## src/rtl/alu_ctrl_pkg.sv

```systemverilog
// alu_ctrl_pkg
//   Shared definitions for the ALU control unit and its funct decoder:
//   ALU control codes, R-type funct opcodes, the main-decoder aluop
//   classes and the MUL sequencer state encoding.
//   Optional feature macro used by the importing files: ALU_CTRL_SHIFT_EN
//   (enables LSL/LSR decode).
package alu_ctrl_pkg;

  // 4-bit ALU control codes; wider control words zero-extend these.
  localparam logic [3:0] ALU_AND   = 4'b0000;
  localparam logic [3:0] ALU_ORR   = 4'b0001;
  localparam logic [3:0] ALU_ADD   = 4'b0010;
  localparam logic [3:0] ALU_MOVZ  = 4'b0011;
  localparam logic [3:0] ALU_EOR   = 4'b0100;
  localparam logic [3:0] ALU_SUB   = 4'b0110;
  localparam logic [3:0] ALU_PASSB = 4'b0111;
  localparam logic [3:0] ALU_LSL   = 4'b1000;
  localparam logic [3:0] ALU_LSR   = 4'b1001;
  localparam logic [3:0] ALU_MUL   = 4'b1010;

  // Instruction bits [31:21] for the supported R-type operations.
  localparam logic [10:0] FUNCT_ADD = 11'b10001011000;
  localparam logic [10:0] FUNCT_SUB = 11'b11001011000;
  localparam logic [10:0] FUNCT_AND = 11'b10001010000;
  localparam logic [10:0] FUNCT_ORR = 11'b10101010000;
  localparam logic [10:0] FUNCT_EOR = 11'b11001010000;
  localparam logic [10:0] FUNCT_LSL = 11'b11010011011;
  localparam logic [10:0] FUNCT_LSR = 11'b11010011010;
  localparam logic [10:0] FUNCT_MUL = 11'b10011011000;

  typedef enum logic [1:0] {
    ALUOP_MEM   = 2'b00,
    ALUOP_CBZ   = 2'b01,
    ALUOP_RTYPE = 2'b10,
    ALUOP_MOVZ  = 2'b11
  } aluop_t;

  typedef enum logic {
    IDLE = 1'b0,
    BUSY = 1'b1
  } state_t;

endpackage

```

## src/rtl/alu_funct_dec.sv

```systemverilog
// alu_funct_dec
//   Pure combinational decoder from main-decoder aluop and R-type funct
//   field to an ALU control code, plus MUL and illegal-opcode flags.
//   Shared with the single-cycle core.
//   Macro ALU_CTRL_SHIFT_EN: when defined LSL/LSR decode; otherwise their
//   funct values are treated as illegal.
// Ports:
//   funct      in  11      instruction bits [31:21]
//   aluop      in  2       ALU op class from main decoder
//   code       out CTRL_W  ALU control code, zero-extended
//   is_mul     out 1       decoded instruction is MUL
//   is_illegal out 1       R-type funct not recognised
module alu_funct_dec
  import alu_ctrl_pkg::*;
#(
  parameter int CTRL_W = 4
) (
  input  logic [10:0]       funct,
  input  logic [1:0]        aluop,
  output logic [CTRL_W-1:0] code,
  output logic              is_mul,
  output logic              is_illegal
);

  logic [3:0] code4;

  // Decode to a 4-bit code first, then zero-extend into the output word.
  always_comb begin
    code4      = ALU_AND;
    is_mul     = 1'b0;
    is_illegal = 1'b0;
    case (aluop_t'(aluop))
      ALUOP_MEM:  code4 = ALU_ADD;
      ALUOP_CBZ:  code4 = ALU_PASSB;
      ALUOP_MOVZ: code4 = ALU_MOVZ;
      ALUOP_RTYPE: begin
        case (funct)
          FUNCT_ADD: code4 = ALU_ADD;
          FUNCT_SUB: code4 = ALU_SUB;
          FUNCT_AND: code4 = ALU_AND;
          FUNCT_ORR: code4 = ALU_ORR;
          FUNCT_EOR: code4 = ALU_EOR;
`ifdef ALU_CTRL_SHIFT_EN
          FUNCT_LSL: code4 = ALU_LSL;
          FUNCT_LSR: code4 = ALU_LSR;
`endif
          FUNCT_MUL: begin
            code4  = ALU_MUL;
            is_mul = 1'b1;
          end
          default: begin
            code4      = ALU_AND;
            is_illegal = 1'b1;
          end
        endcase
      end
      default: code4 = ALU_AND;
    endcase
  end

  always_comb begin
    code       = '0;
    code[3:0]  = code4;
  end

endmodule

```

## src/rtl/alu_ctrl_seq.sv

```systemverilog
// alu_ctrl_seq
//   Registered ALU control unit at the ID/EX boundary. Decodes aluop/funct
//   into an ALU control word one cycle after acceptance and sequences a
//   fixed-latency busy window for MUL, stalling upstream meanwhile.
//   Macro ALU_CTRL_SHIFT_EN (via alu_funct_dec): enables LSL/LSR decode.
// Ports:
//   clk        in  1       system clock, rising edge
//   reset      in  1       synchronous, active-high reset
//   valid_i    in  1       decode stage presents a valid instruction
//   funct      in  11      instruction bits [31:21]
//   aluop      in  2       ALU op class from main decoder
//   alucontrol out CTRL_W  registered ALU control word
//   valid_o    out 1       alucontrol valid for EX this cycle
//   mul_busy   out 1       MUL in progress in EX
//   stall      out 1       hold IF/ID and ID/EX (combinational from state)
//   illegal    out 1       one-cycle pulse for an undecodable R-type
module alu_ctrl_seq
  import alu_ctrl_pkg::*;
#(
  parameter int CTRL_W  = 4,
  parameter int MUL_LAT = 4
) (
  input  logic              clk,
  input  logic              reset,
  input  logic              valid_i,
  input  logic [10:0]       funct,
  input  logic [1:0]        aluop,
  output logic [CTRL_W-1:0] alucontrol,
  output logic              valid_o,
  output logic              mul_busy,
  output logic              stall,
  output logic              illegal
);

  localparam int CNT_W = $clog2(MUL_LAT + 1);

  state_t            state;
  logic [CNT_W-1:0]  counter;
  logic [CTRL_W-1:0] dec_code;
  logic              dec_is_mul;
  logic              dec_is_illegal;
  logic              accept;

  alu_funct_dec #(.CTRL_W(CTRL_W)) u_dec (
    .funct      (funct),
    .aluop      (aluop),
    .code       (dec_code),
    .is_mul     (dec_is_mul),
    .is_illegal (dec_is_illegal)
  );

  assign stall  = (state == BUSY);
  assign accept = valid_i && !stall;

  // Single FSM: IDLE registers decoded instructions; BUSY holds the MUL
  // word in EX and counts down the remaining occupancy. The last MUL cycle
  // is spent back in IDLE so the held instruction enters on the next edge.
  always_ff @(posedge clk) begin
    if (reset) begin
      state      <= IDLE;
      counter    <= '0;
      alucontrol <= '0;
      valid_o    <= 1'b0;
      mul_busy   <= 1'b0;
      illegal    <= 1'b0;
    end else begin
      case (state)
        IDLE: begin
          if (accept) begin
            alucontrol <= dec_code;
            valid_o    <= 1'b1;
            illegal    <= dec_is_illegal;
            if (dec_is_mul && (MUL_LAT > 1)) begin
              state    <= BUSY;
              counter  <= CNT_W'(MUL_LAT - 1);
              mul_busy <= 1'b1;
            end else begin
              mul_busy <= 1'b0;
            end
          end else begin
            valid_o  <= 1'b0;
            illegal  <= 1'b0;
            mul_busy <= 1'b0;
          end
        end
        BUSY: begin
          illegal <= 1'b0;
          if (counter == CNT_W'(1)) begin
            state    <= IDLE;
            counter  <= '0;
            mul_busy <= 1'b0;
          end else begin
            counter <= counter - CNT_W'(1);
          end
        end
        default: begin
          state   <= IDLE;
          counter <= '0;
        end
      endcase
    end
  end

endmodule

```

## config.mk

```make
export PLATFORM = sky130hd
export DESIGN_NAME = alu_ctrl_seq
export DESIGN_NICKNAME = d
export VERILOG_FILES = /design/src/rtl/alu_ctrl_pkg.sv /design/src/rtl/alu_funct_dec.sv /design/src/rtl/alu_ctrl_seq.sv
export SDC_FILE = /design/constraint.sdc
export NUM_CORES = 1
export LEC_CHECK = 0
export CORE_UTILIZATION = 40
export CTS_CLUSTER_SIZE = 28
export DETAILED_ROUTE_END_ITERATION = 10
export GPL_TIMING_DRIVEN = 0
export PLACE_DENSITY_LB_ADDON = 0.12
export SKIP_LAST_GASP = 1
export SYNTH_ARGS = -nofsm -noshare
export SYNTH_HDL_FRONTEND = slang
export SYNTH_SLANG_ARGS = --single-unit
```

## constraint.sdc

```tcl
create_clock -name clk -period 1.3 [get_ports clk]
set_input_delay 0.26 -clock clk [delete_from_list [all_inputs] [get_ports clk]]
set_output_delay 0.26 -clock clk [all_outputs]
set_load 0.02 [all_outputs]
```

==> results of run 1 <==
## metal layers
metal / up-vias / part of all wire (%) / track usage [%]
met1: 275 / 42 / 18.0
met4: 0 / 0 / 5.00
met2: 12 / 53 / 38.9
met5: - / 0 / 0
li1: 305 / - / -
met3: 0 / 4.3 / 8.33
## worst register-to-register path: stages, from the launching register on
cell and delay [ns]:
dfxtp_1 0.30, clkbuf_2 0.17, nor3b_2 0.20, nand4_1 0.17
a41o_2 0.25
## path summary, 6_finish.rpt
| path | start | cells after the start | endpoint |
|---|---|---|---|
| max reg2reg | stall | 4 | counter[2] |
| max | funct[3] | 4 | counter[0] |
| min | aluop[0] | 3 | alucontrol[0] |
| min reg2reg | alucontrol[3] | 2 | alucontrol[3] |
## per-stage QoR
step                std cells  setup WS, ns  power, mW  hold WS, ns  TNS [ns]
finish                    110        0.0508      0.704        0.357         0
global route              110       0.00433      0.744        0.349         0
CTS                       107        -0.129      0.715        0.440    -0.129
detailed placement        101        -0.514      0.490        0.465     -3.43
global placement          101        -0.506      0.488        0.463     -3.33
floorplan                  63        0.0165      0.408        0.329         0
## kinds of logic (layout without fill, tap and decap cells)
group / Yosys count / in the layout / synth area share (%)
multiplexers: 1 / 1 / 1.91
flip-flops: 11 / 11 / 37.4
buffers and inverters: 8 / 40 / 5.31
AO/OA/AOI/OAI: 17 / 17 / 19.1
adder cells (fa/ha/maj): 2 / 2 / 4.25
AND/OR/NAND/NOR: 24 / 24 / 32.1
## state kept, by name (all words and copies together), names as in the netlist
register / cells
valid_o: 1
stall: 1
illegal: 1
counter: 3
alucontrol: 4
mul_busy: 1
## cell type report
class	instances	area (um^2)	area share, %
buffer	2	12.5	1.32
timing repair buffer	28	280	29.6
clock buffer	4	26.3	2.77
sequential	11	220	23.2
inverter	6	22.5	2.37
tap	15	18.8	1.98
multi-input combinational	44	368	38.8
## synthesized netlist by cell type
master and number:
and4b_2 1, a31oi_1 3, a41o_2 1, nor2b_1 3, and4b_1 1, and4bb_2 1, dfxtp_1 11, mux2_2 1
nand4_1 2, nand4b_1 1, nand3_1 2, o2bb2ai_1 1, ha_1 2, nor3b_1 1, a311oi_1 1, buf_2 1
nor4bb_1 1, nand2b_1 2, a221oi_1 1, nand2_1 2, o21ai_0 4, inv_1 6, clkbuf_1 1, nor4_1 1
nor2_1 2, o221a_2 1, nor4b_4 1, and3b_1 2, nand4_2 1, a21oi_1 5
## power by group
group | leakage (nW) | total, mW | internal (mW) | switching, mW
combinational | 0.383 | 0.131 | 0.0708 | 0.0603
clock | 0.0150 | 0.224 | 0.119 | 0.106
sequential | 0.0897 | 0.349 | 0.346 | 0.00327
## what timing repair did
action,in CTS,in global routing
setup buffers,2,3
hold buffers,0,0
gates cloned,0,0
endpoints found under the setup margin,15,7
pin swaps,4,8
resized for setup,16,16
==> key figures, run 1 <==
Synth
  – Distinct cells, synth: 30
  – Avg Inst Size Synth: 9.35 um^2
  – Cell taking the most area after synthesis: dfxtp_1
  – Cell Area, Synth: 589 um^2
  – Seq cells post-synth: 11
  – Syn nets: 81
  – Warnings from Yosys: 0
  – Top cells by area, synth: dfxtp_1 (37%), a21oi_1 (4.2%), ha_1 (4.2%)
  – Cells after Synth: 63
  – Share of Yosys cell area claimed by the top area cell type: 37.4%
  – Seq/Total Area, Yosys: 37.4%

Critical path
  – Reg2reg setup slack: 0.11 ns
  – WS Path Type: in2reg
  – WP buf/inv: 1
  – CP peak stage delay: 0.50 ns
  – Worst EP required: 1.47 ns
  – CP max stage cell: clkdlybuf4s50_1
  – Crit-path max FO: 4
  – Element type at the critical path end: flop
  – Worst EP arrival: 1.42 ns
  – Worst setup SP type: primary input
  – Cell Chain, Critical Path: clkdlybuf4s50_1 > nor2b_2 > nand4_4 > a311oi_2
  – Cell family with most CP delay: buffers and inverters

Global routing
  – Initial antenna violation count: 0
  – First-pass GRT wire length: 2080 um
  – GRT Residual Overflow: 0
  – Largest net degree at the start of global routing: 10
  – Tot GR Track Use: 19.7%
  – Vias in the first global route: 549

Final layout
  – Area growth, synth to finish: 60.9%
  – Share of cells above drive strength 1: 23.2%
  – Nets: 114
  – Layout fillers: 115
  – Most frequent cells in the layout: dfxtp_1 (11), dlygate4sd2_1 (11), dlymetal6s2s_1 (9)
  – Antenna Cells: 0
  – Cell area after layout: 948 um^2
  – Utilization after layout: 71.1%

Power and ir drop
  – Pwr per Cell Area: 743 nW/um^2
  – Peak VDD IR: 0.479 mV
  – P_leak: 0.488 nW

Route
  – Post-route DRC: 0
  – Wirelength per Cell: 13.3 um
  – Drt via density: 5.38
  – Final WL: 1460 um
  – DRT antenna net count: 0
  – TritonRoute pass-1 iters: 3
  – First DRT Iteration DRCs: 11
  – Total vias in the final route: 592

STA
  – Clock skew: 0.00412 ns
  – Max Transition Viols Final: 0
  – RSZ-0062 raised after global routing: false
  – Min Tclk post-route: 1.25 ns
  – Slew margin rel.: 78.7%
  – Fmax: 0.801 GHz
  – Worst-Margin Slew: 0.318 ns
  – Fin crit share: 96.1%
  – Count of final setup violators: 0
  – Final hold viol count: 0

Clock network
  – Root buf cell: clkbuf_4
  – Max clock buf depth: 2
  – Clk sinks: 11
  – TritonCTS Buffers: 3
  – Clk slew on worst S/H paths: 0.07 ns
  – H-tree depth: 1
  – CTS tree: done
  – Clk_lat worst skew: 0.26 ns

Worst hold path
  – Hold WC Path Type: in2reg

Floorplanning
  – Die area: 1630 um^2
  – Initial Util: 44.2%
  – Die Span X: 40.4 um
  – Core area: 1330 um^2
  – Die Y: 40.4 um
  – Cell row count: 13
  – I/O pins: 24

Placed design
  – Area post-placement: 838 um^2
  – Port Buf Inserts: 23
  – GP Congestion: 0.708

Run status
  – Status: completed

Flow run
  – Max-Cap Viols: 0
Power figures use the tool's default switching activity.
==> run 2: changes to the inputs <==
- SKIP_LAST_GASP: 1 -> unset
==> run 2 against run 1 <==
Final cell count unchanged. First-iteration DRC count decreased by 18%. Sequential power hardly changed. Sequential share of layout area grew 0.66 points. Clock power about the same. Non-clock buffer count stayed put. Combinational power is essentially flat. Largest power group unchanged.
==> key figures, run 2 (same netlist as run 1, synthesis figures left out) <==
Route
  – First DRT Iteration DRCs: 9 (was 11)
  – TritonRoute pass-1 iters: 4 (was 3)
  – DRT antenna net count: 0 (unchanged)
  – Final WL: 1420 um (was 1460 um)
  – Post-route DRC: 0 (unchanged)
  – Drt via density: 5.45 (was 5.38)
  – Wirelength per Cell: 12.9 um (was 13.3 um)
  – Total vias in the final route: 600 (was 592)

Final layout
  – Antenna Cells: 0 (unchanged)
  – Share of cells above drive strength 1: 24.2% (was 23.2%)
  – Commonest non-fill, non-tap cell in the layout: dlygate4sd2_1
  – FF+latch area: 220 um^2 (unchanged)
  – Cell area after layout: 922 um^2 (was 948 um^2)
  – Most frequent cells in the layout: dlygate4sd2_1 (16), dfxtp_1 (11), inv_1 (6), clkdlybuf4s50_1 (6) (was dfxtp_1 (11), dlygate4sd2_1 (11), dlymetal6s2s_1 (9))
  – Layout fillers: 118 (was 115)
  – Nets: 114 (unchanged)
  – Most flops, register: alucontrol (unchanged)
  – Non-filler instance count after layout: 110 (unchanged)
  – Largest register FFs: 4 (unchanged)
  – Biggest regs: alucontrol x4, counter x3 (unchanged)
  – Multi-input gate area: 374 um^2 (was 368 um^2)
  – Area growth, synth to finish: 56.5% (was 60.9%)

Floorplanning
  – Die Y: 40.4 um (unchanged)
  – Core area: 1330 um^2 (unchanged)
  – Initial Util: 44.2% (unchanged)
  – I/O pins: 24 (unchanged)
  – Die area: 1630 um^2 (unchanged)
  – Cell row count: 13 (unchanged)
  – Die Span X: 40.4 um (unchanged)

Placed design
  – Area post-placement: 838 um^2 (unchanged)
  – Port Buf Inserts: 23 (unchanged)
  – GP Congestion: 0.708 (unchanged)
  – Placed cell count: 101 (unchanged)

Global routing
  – Initial antenna violation count: 0 (unchanged)
  – Vias in the first global route: 566 (was 549)
  – Tot GR Track Use: 20.3% (was 19.7%)
  – Largest net degree at the start of global routing: 10 (unchanged)
  – GRT Residual Overflow: 0 (unchanged)
  – First-pass GRT wire length: 2150 um (was 2080 um)

Power and ir drop
  – Peak VDD IR: 0.454 mV (was 0.479 mV)
  – Pwr per Cell Area: 762 nW/um^2 (was 743 nW/um^2)
  – P_leak: 0.421 nW (was 0.488 nW)

Clock network
  – TritonCTS Buffers: 3 (unchanged)
  – Max clock buf depth: 2 (unchanged)
  – Clk sinks: 11 (unchanged)
  – Clk_lat worst skew: 0.26 ns (about the same)
  – CTS Hold Bufs: 0 (unchanged)
  – H-tree depth: 1 (unchanged)
  – Clk slew on worst S/H paths: 0.07 ns (about the same)
  – CTS tree: done (unchanged)
  – Root buf cell: clkbuf_4 (unchanged)

STA
  – Max Transition Viols Final: 0 (unchanged)
  – Fmax: 0.793 GHz (was 0.801 GHz)
  – Clock skew: 0.00433 ns (was 0.00412 ns)
  – RSZ-0062 raised after global routing: true (was false)
  – Count of final setup violators: 0 (unchanged)
  – Fin crit share: 97.0% (was 96.1%)
  – Slew margin rel.: 78.8% (was 78.7%)
  – Min Tclk post-route: 1.26 ns (was 1.25 ns)
  – Worst-Margin Slew: 0.317 ns (was 0.318 ns)
  – Final hold viol count: 0 (unchanged)

Critical path
  – WS Path Type: in2reg (unchanged)
  – CP max stage cell: clkdlybuf4s50_1 (unchanged)
  – WP buf/inv: 2 (was 1)
  – Worst setup SP type: primary input (unchanged)
  – Element type at the critical path end: flop (unchanged)
  – CP peak stage delay: 0.41 ns (was 0.50 ns)
  – Cell family with most CP delay: buffers and inverters (unchanged)
  – Cell Chain, Critical Path: clkdlybuf4s50_1 > and4bb_2 > buf_4 > nand4_4 > a311oi_2 (was clkdlybuf4s50_1 > nor2b_2 > nand4_4 > a311oi_2)
  – Worst EP required: 1.47 ns (about the same)
  – Worst EP arrival: 1.43 ns (was 1.42 ns)
  – Crit-path max FO: 3 (was 4)

Flow run
  – Max-Cap Viols: 0 (unchanged)

Run status
  – Status: completed (unchanged)

Worst hold path
  – Hold WC Path Type: in2reg (unchanged)
-- run 2: cell types whose count changed in the layout (fill, tap and decap cells not counted) --
cell             change
clkbuf_2             -1
nor4bb_1             -1
nor4bb_2             +1
dlygate4sd2_1        +5
buf_6                -1
clkdlybuf4s50_1      +4
clkdlybuf4s15_1      -1
dlymetal6s2s_1       -8
buf_2                +2
-- run 2: tightest hold or removal path, cell delays in order --
cell	delay, ns
dlygate4sd2_1	0.24
nor4b_4	0.07
a31oi_1	0.11
-- run 2: what timing repair did --
action / CTS / global route
setup endpoints to repair: 15 / 2
buffers inserted: 2 / 3
pin swaps: 6 / 3
resized for setup: 22 / 4
-- run 2: worst paths after layout --
path                 startpoint       endpoint  slack [ns]  cells past startpoint
setup / recovery       funct[5]     counter[0]        0.04                      5
hold / removal         funct[2]        illegal        0.45                      3
setup reg to reg          stall  alucontrol[2]        0.10                      5
hold reg to reg   alucontrol[3]  alucontrol[3]        0.47                      2
-- run 2: stage by stage --
step / hold slack [ns] / setup slack [ns] / util [%] / setup TNS, ns / power (mW)
2_1_floorplan: 0.329 / 0.0165 / - / 0 / 0.408
3_3_place_gp: 0.463 / -0.506 / 62.9 / -3.33 / 0.488
4_1_cts: 0.440 / -0.0471 / 66.4 / -0.0471 / 0.711
5_1_grt: 0.467 / -0.00560 / 69.1 / -0.00560 / 0.742
6_report: 0.449 / 0.0395 / 69.1 / 0 / 0.703
3_5_place_dp: 0.465 / -0.514 / 62.9 / -3.43 / 0.490
-- run 2: final cells by class --
| cell class | count | share of cell area [%] |
|---|---|---|
| clock buffers | 4 | 2.85 |
| repair buffers | 28 | 27.1 |
| plain buffers | 2 | 1.09 |
| multi-input cells | 44 | 40.6 |
| well taps | 15 | 2.04 |
| flip-flops and latches | 11 | 23.9 |
| inverters | 6 | 2.44 |
-- run 2: where the power goes --
part | total, mW | switching, mW | internal [mW]
clock network | 0.225 | 0.106 | 0.119
registers | 0.349 | 0.00325 | 0.346
logic | 0.129 | 0.0602 | 0.0690
-- run 2: per-layer routing --
layer,share of wire [%],global-route usage (%),vias up
met5,0,0,-
met4,0,5.00,0
met3,5.6,8.33,0
met2,54,40.5,16
met1,40,18.3,277
li1,-,-,307
